$ cat config.mk
export PLATFORM = sky130hd
export DESIGN_NAME = uart_tx_word_streamer
export DESIGN_NICKNAME = d
export VERILOG_FILES = /design/src/rtl/uart_pkg.sv /design/src/rtl/sync_fifo.sv /design/src/rtl/uart_tx_word_streamer.sv
export SDC_FILE = /design/constraint.sdc
export NUM_CORES = 1
export LEC_CHECK = 0
export CAP_MARGIN = 0
export CORE_UTILIZATION = 35
export DETAILED_ROUTE_END_ITERATION = 8
export PLACE_DENSITY = 0.56
export SYNTH_ARGS = -nofsm -noshare
export SYNTH_HDL_FRONTEND = slang
export SYNTH_SLANG_ARGS = --single-unit
$ cat constraint.sdc
create_clock -name clk -period 4.6 [get_ports clk]
set_clock_uncertainty 0.05 [all_clocks]
set_input_delay 0.46 -clock clk [delete_from_list [all_inputs] [get_ports clk]]
set_output_delay 0.46 -clock clk [all_outputs]
set_load 0.01 [all_outputs]
$ cat src/rtl/uart_pkg.sv
// Shared definitions for the UART word streamer: FSM encoding, byte kinds,
// default sync byte and the word-to-byte count helper.
package uart_pkg;

    typedef enum logic [2:0] {
        StIdle,
        StReq,
        StWait,
        StNext,
        StTail,
        StCsum
    } state_e;

    // What the byte currently on tx_data is, so NEXT knows how to continue.
    typedef enum logic [1:0] {
        KindSync,
        KindData,
        KindCsum
    } kind_e;

    localparam logic [7:0] DEFAULT_SYNC_BYTE = 8'hA5;

    function automatic int unsigned bytes_per_word(input int unsigned word_w);
        return word_w / 8;
    endfunction

endpackage

$ cat src/rtl/sync_fifo.sv
// Single-clock FIFO with synchronous active-high reset and fall-through read
// (dout always shows the oldest entry while not empty).
module sync_fifo #(
    parameter int unsigned WIDTH = 17,
    parameter int unsigned DEPTH = 16
) (
    input  logic                     clk,
    input  logic                     rst,
    input  logic                     push,
    input  logic                     pop,
    input  logic [WIDTH-1:0]         din,
    output logic [WIDTH-1:0]         dout,
    output logic                     full,
    output logic                     empty,
    output logic [$clog2(DEPTH):0]   count
);

    localparam int unsigned PtrW = $clog2(DEPTH);
    localparam logic [PtrW:0] FullCount = (PtrW + 1)'(DEPTH);

    logic [WIDTH-1:0] mem_q [DEPTH];
    logic [PtrW-1:0]  wr_ptr_q;
    logic [PtrW-1:0]  rd_ptr_q;
    logic [PtrW:0]    count_q;
    logic             push_en;
    logic             pop_en;

    assign full    = (count_q == FullCount);
    assign empty   = (count_q == '0);
    assign count   = count_q;
    assign dout    = mem_q[rd_ptr_q];
    assign push_en = push && !full;
    assign pop_en  = pop && !empty;

    // Pointer and occupancy tracking; pointers wrap because DEPTH is a power of 2.
    always_ff @(posedge clk) begin
        if (rst) begin
            wr_ptr_q <= '0;
            rd_ptr_q <= '0;
            count_q  <= '0;
        end else begin
            if (push_en) wr_ptr_q <= wr_ptr_q + PtrW'(1);
            if (pop_en)  rd_ptr_q <= rd_ptr_q + PtrW'(1);
            if (push_en && !pop_en) begin
                count_q <= count_q + (PtrW + 1)'(1);
            end else if (pop_en && !push_en) begin
                count_q <= count_q - (PtrW + 1)'(1);
            end
        end
    end

    // Storage array; contents need no reset since count gates visibility.
    always_ff @(posedge clk) begin
        if (push_en) mem_q[wr_ptr_q] <= din;
    end

endmodule

$ cat src/rtl/uart_tx_word_streamer.sv
// Feeds uart_tx_8n1 from a valid/ready word stream: buffers words, prefixes
// each frame with a sync byte and sends every word MSB byte first.
// Optional build macro UART_STREAM_CHECKSUM_EN appends an XOR checksum byte
// of the frame payload before frame_done.
module uart_tx_word_streamer
    import uart_pkg::*;
#(
    parameter int unsigned WORD_W     = 16,
    parameter int unsigned FIFO_DEPTH = 16,
    parameter logic [7:0]  SYNC_BYTE  = DEFAULT_SYNC_BYTE
) (
    input  logic              clk,
    input  logic              rst,
    input  logic [WORD_W-1:0] in_data,
    input  logic              in_last,
    input  logic              in_valid,
    output logic              in_ready,
    output logic [7:0]        tx_data,
    output logic              tx_enable,
    input  logic              tx_busy,
    output logic              frame_done
);

    localparam int unsigned BYTES = bytes_per_word(WORD_W);
    localparam int unsigned IdxW  = (BYTES > 1) ? $clog2(BYTES) : 1;
    localparam logic [IdxW-1:0] LastIdx = IdxW'(BYTES - 1);

    state_e            state_q;
    kind_e             kind_q;
    logic              sof_q;
    logic              last_q;
    logic              busy_prev_q;
    logic [WORD_W-1:0] shift_q;
    logic [IdxW-1:0]   byte_idx_q;
`ifdef UART_STREAM_CHECKSUM_EN
    logic [7:0]        csum_q;
`endif

    logic                        fifo_push;
    logic                        fifo_pop;
    logic                        fifo_full;
    logic                        fifo_empty;
    logic [WORD_W:0]             fifo_dout;
    logic [$clog2(FIFO_DEPTH):0] unused_fifo_count;
    logic [WORD_W-1:0]           fifo_word;
    logic                        fifo_last;
    logic [WORD_W-1:0]           shifted;

    assign in_ready  = !fifo_full && !rst;
    assign fifo_push = in_valid && in_ready;
    assign fifo_word = fifo_dout[WORD_W-1:0];
    assign fifo_last = fifo_dout[WORD_W];
    assign shifted   = shift_q << 8;

    sync_fifo #(
        .WIDTH (WORD_W + 1),
        .DEPTH (FIFO_DEPTH)
    ) u_fifo (
        .clk   (clk),
        .rst   (rst),
        .push  (fifo_push),
        .pop   (fifo_pop),
        .din   ({in_last, in_data}),
        .dout  (fifo_dout),
        .full  (fifo_full),
        .empty (fifo_empty),
        .count (unused_fifo_count)
    );

    // A word leaves the buffer only when its first byte is loaded; while the
    // sync byte is on the wire the word stays pending in the FIFO.
    always_comb begin
        fifo_pop = 1'b0;
        if (state_q == StIdle && !fifo_empty && !sof_q) fifo_pop = 1'b1;
        if (state_q == StNext && kind_q == KindSync)    fifo_pop = 1'b1;
    end

    // Byte sequencer with registered transmitter handshake outputs.
    always_ff @(posedge clk) begin
        if (rst) begin
            state_q     <= StIdle;
            kind_q      <= KindSync;
            sof_q       <= 1'b1;
            last_q      <= 1'b0;
            busy_prev_q <= 1'b1;
            shift_q     <= '0;
            byte_idx_q  <= '0;
            tx_data     <= 8'h00;
            tx_enable   <= 1'b0;
            frame_done  <= 1'b0;
`ifdef UART_STREAM_CHECKSUM_EN
            csum_q      <= 8'h00;
`endif
        end else begin
            frame_done  <= 1'b0;
            busy_prev_q <= tx_busy;
            unique case (state_q)
                StIdle: begin
                    if (!fifo_empty) begin
                        tx_enable <= 1'b1;
                        state_q   <= StReq;
                        if (sof_q) begin
                            tx_data <= SYNC_BYTE;
                            kind_q  <= KindSync;
                        end else begin
                            shift_q    <= fifo_word;
                            last_q     <= fifo_last;
                            byte_idx_q <= '0;
                            tx_data    <= fifo_word[WORD_W-1 -: 8];
                            kind_q     <= KindData;
`ifdef UART_STREAM_CHECKSUM_EN
                            csum_q     <= csum_q ^ fifo_word[WORD_W-1 -: 8];
`endif
                        end
                    end
                end
                // Accept only a fresh rise of busy, so a transmitter still busy
                // from earlier traffic is never mistaken for an acceptance.
                StReq: begin
                    if (tx_busy && !busy_prev_q) begin
                        tx_enable <= 1'b0;
                        state_q   <= StWait;
                    end
                end
                StWait: begin
                    if (!tx_busy) state_q <= StNext;
                end
                StNext: begin
                    if (kind_q == KindSync) begin
                        sof_q      <= 1'b0;
                        shift_q    <= fifo_word;
                        last_q     <= fifo_last;
                        byte_idx_q <= '0;
                        tx_data    <= fifo_word[WORD_W-1 -: 8];
                        kind_q     <= KindData;
                        tx_enable  <= 1'b1;
                        state_q    <= StReq;
`ifdef UART_STREAM_CHECKSUM_EN
                        csum_q     <= csum_q ^ fifo_word[WORD_W-1 -: 8];
                    end else if (kind_q == KindCsum) begin
                        frame_done <= 1'b1;
                        sof_q      <= 1'b1;
                        csum_q     <= 8'h00;
                        state_q    <= StIdle;
`endif
                    end else if (byte_idx_q < LastIdx) begin
                        shift_q    <= shifted;
                        byte_idx_q <= byte_idx_q + IdxW'(1);
                        tx_data    <= shifted[WORD_W-1 -: 8];
                        tx_enable  <= 1'b1;
                        state_q    <= StReq;
`ifdef UART_STREAM_CHECKSUM_EN
                        csum_q     <= csum_q ^ shifted[WORD_W-1 -: 8];
`endif
                    end else if (last_q) begin
                        state_q <= StTail;
                    end else begin
                        state_q <= StIdle;
                    end
                end
                StTail: begin
`ifdef UART_STREAM_CHECKSUM_EN
                    state_q <= StCsum;
`else
                    frame_done <= 1'b1;
                    sof_q      <= 1'b1;
                    state_q    <= StIdle;
`endif
                end
                StCsum: begin
`ifdef UART_STREAM_CHECKSUM_EN
                    tx_data   <= csum_q;
                    kind_q    <= KindCsum;
                    tx_enable <= 1'b1;
                    state_q   <= StReq;
`else
                    state_q <= StIdle;
`endif
                end
                default: state_q <= StIdle;
            endcase
        end
    end

endmodule
==> results.tsv <==
stage	metric	value	unit
status	status	finished clean	
global_routing	grt_pass1_wl	42.3	mm
detailed_routing	drt_iter0_drc	664	
detailed_routing	wl	27.5	mm
detailed_routing	wire_per_inst	22.6	um
timing	min_period_over_period	0.708	
layout	fin_cells	1220	
layout	final_cell_mix	edfxtp_1 (272), mux4_2 (56), dfxtp_1 (39), clkbuf_16 (35), clkdlybuf4s50_1 (31)	
die	io_pins	32	
synthesis	synth_nets	722	
synthesis	ys_ff_latch	315	
die	die-area	0.0364	sq mm
timing	hold_violations	0	
layout	area.growth.synth_to_final	16.1	%
timing	rsz0062_at_grt	no	
synthesis	synthCells	691	
pwr	ir_drop	0.000262	V
detailed_routing	drc	0	
critical_path	path_max_fanout	6	
layout	final_common_cell	edfxtp_1	
pwr	power_leakage	4.48	nW
critical_path	worstSetupPathType	flop to flop	
synthesis	ys.flop_type	edfxtp_1	
critical_path	startpoint_type	flop	
place	dpl.hpwl	16.3	mm
clock_tree	post_cts_buffers	0	
layout	diodes	0	
synthesis	synth-edff-count	272	
timing	slew_headroom	0.309	
synthesis	synthesis.area	0.0125	sq mm
global_routing	grt_pass1_vias	6809	
die	die_w	191	um
die	design.core.area	0.0348	sq mm
place	place.gp.congestion	0.802	
timing	fin_crit	3.26	ns
synthesis	async_reset_ff_frac	0	
global_routing	grt-ovfl-total	0	
synthesis	synth.distinct_cells	58	
layout	nets	770	
place	portBuffers	31	
critical_path	worstPathCellList	or4_1 -> o22ai_2 -> ha_1 -> inv_1 -> fa_1 -> a21o_1 -> a21oi_1 -> xnor2_1 -> or3_1 -> a21oi_1	
clock_tree	root_buffer	clkbuf_16	
die	start_util	0.359	
critical_path	cp_slowest_cell	or4_1	
detailed_routing	vias_per_cell	5.29	
synthesis	ys_warn_count	0	
flow_run	cap_viol_max_count	0	
global_routing	top_usage_layer	met2	
timing	fmax	307	MHz
critical_path	cpPeakStageDelay	0.68	ns
clock_tree	ctsHtreeMaxLevel	2	
place	placed_cells	1157	
clock_tree	cts_resized	0	
critical_path	required	4.98	ns
detailed_routing	num_vias	6458	
detailed_routing	ant_nets	0	
timing	setup_viol	0	
die	die_y	191	um
synthesis	avgSynthCellArea	18.1	sq um
layout	drive_gt1_frac	0.209	
critical_path	crit_family	simple AND/OR/NAND/NOR gates	
global_routing	antenna_found_initial	0	
clock_tree	clkTransAtPathRegs	0.06	ns
global_routing	globalRouteMet3Util	0.0300	
clock_tree	cts_tree	done	
critical_path	arrival	3.64	ns
critical_path	crit_path_frequent_cell	a21oi_1	
timing	worstMarginPinSlew	1.04	ns
clock_tree	cts_buffer_depth	3	
clock_tree	cts.sinks	315	
critical_path	end_kind	flop	
hold_path	hold_class	flop to flop	
global_routing	grt_use_met1	0.213	
synthesis	yosysSeqAreaShare	0.724	
timing	drv_slew	0	
clock_tree	postCtsHoldBufs	0	
clock_tree	clk_latency	0.52	ns
clock_tree	cts_buffers	35	
detailed_routing	dr.pass1.iters	5	
die	rows	68	
global_routing	gr-usage-met2	0.255	
global_routing	grt_use_total	0.157	
critical_path	path_buf_inv	1	
global_routing	grt_start_max_net_pins	40	
pwr	power_density	432	mW/mm^2
timing	setup-tns-final	0	ns
cell usage after synthesis, types with 7 or more instances:
cell	number	area, sq um
nor2b_1	26	163
nor2_1	38	143
nand3_1	7	35.0
nand2b_1	7	43.8
nand2_1	16	60.1
inv_1	10	37.5
buf_2	20	100
a211oi_1	13	97.6
mux2i_1	24	240
a22o_1	9	78.8
ha_1	9	113
clkbuf_1	10	37.5
dfxtp_1	43	861
edfxtp_1	272	8170
nor3_1	10	50.1
mux4_2	56	1260
a21oi_1	26	130
worst register-to-register path: stages (launching register included):
cell and delay [ns]:
dfxtp_1 0.37, or4_1 0.68, o22ai_2 0.36, ha_1 0.24
inv_1 0.12, fa_1 0.48, a21o_1 0.20, a21oi_1 0.17
xnor2_1 0.09, or3_1 0.30, a21oi_1 0.14
metrics by stage:
stage / hold slack [ns] / total power, mW / cell area [sq um] / setup slack [ns] / utilization
after floorplan: 0.381 / 3.47 / 12500 / 1.62 / -
after global placement: 0.415 / 3.61 / 13400 / 1.24 / 0.384
after detailed placement: 0.410 / 3.63 / 13400 / 1.22 / 0.384
after CTS: 0.432 / 6.31 / 14500 / 1.32 / 0.416
after global routing: 0.455 / 6.47 / 14500 / 1.08 / 0.416
final: 0.437 / 6.26 / 14500 / 1.34 / 0.416
cell type report:
type / instances / area, sq um
fillers: 3014 / 20300
multi-input cells: 325 / 3240
clock inverters: 22 / 209
inverters: 10 / 37.5
clock buffers: 41 / 908
well taps: 455 / 569
flip-flops and latches: 315 / 9030
repair buffers: 52 / 493
where the power goes:
part	total, mW	switching, mW	internal (mW)
clock	2.69	1.10	1.59
combinational	0.349	0.192	0.156
sequential	3.22	0.0580	3.16
final timing paths:
check                                  endpoint  cells past startpoint  slack (ns)             from
worst max-delay path            u_fifo.count[4]                     10        1.34  u_fifo.count[0]
worst min-delay path                 shift_q[4]                      1        0.44       shift_q[4]
worst max register to register  u_fifo.count[4]                     10        1.34  u_fifo.count[0]
worst min register to register       shift_q[4]                      1        0.44       shift_q[4]
layer usage:
metal,up-vias,share of wire
met5,-,0
met4,0,0.020
met3,44,0.054
met2,186,0.49
met1,3355,0.44
li1,2873,-
kinds of logic (layout without fill, tap and decap cells):
| logic type | after synthesis | after routing | share of synthesized area |
|---|---|---|---|
| AO/OA/AOI/OAI | 87 | 87 | 0.0504 |
| adder cells (fa/ha/maj) | 10 | 10 | 0.0106 |
| multiplexers | 85 | 85 | 0.130 |
| flip-flops | 315 | 315 | 0.724 |
| AND/OR/NAND/NOR | 134 | 134 | 0.0586 |
| buffers and inverters | 51 | 125 | 0.0207 |
| XOR/XNOR | 9 | 9 | 0.00632 |
sequential cells by signal, summed over array words and instances (netlist names), named ones only:
signal	cells
frame_done	1
kind_q	1
tx_data	8
shift_q	8
sof_q	1
u_fifo.wr_ptr_q	4
u_fifo.mem_q	272
byte_idx_q	1
busy_prev_q	1
state_q	3
tx_enable	1
u_fifo.count	5
last_q	1
u_fifo.rd_ptr_q	4
Note: power is estimated with default switching activity, not from simulation.
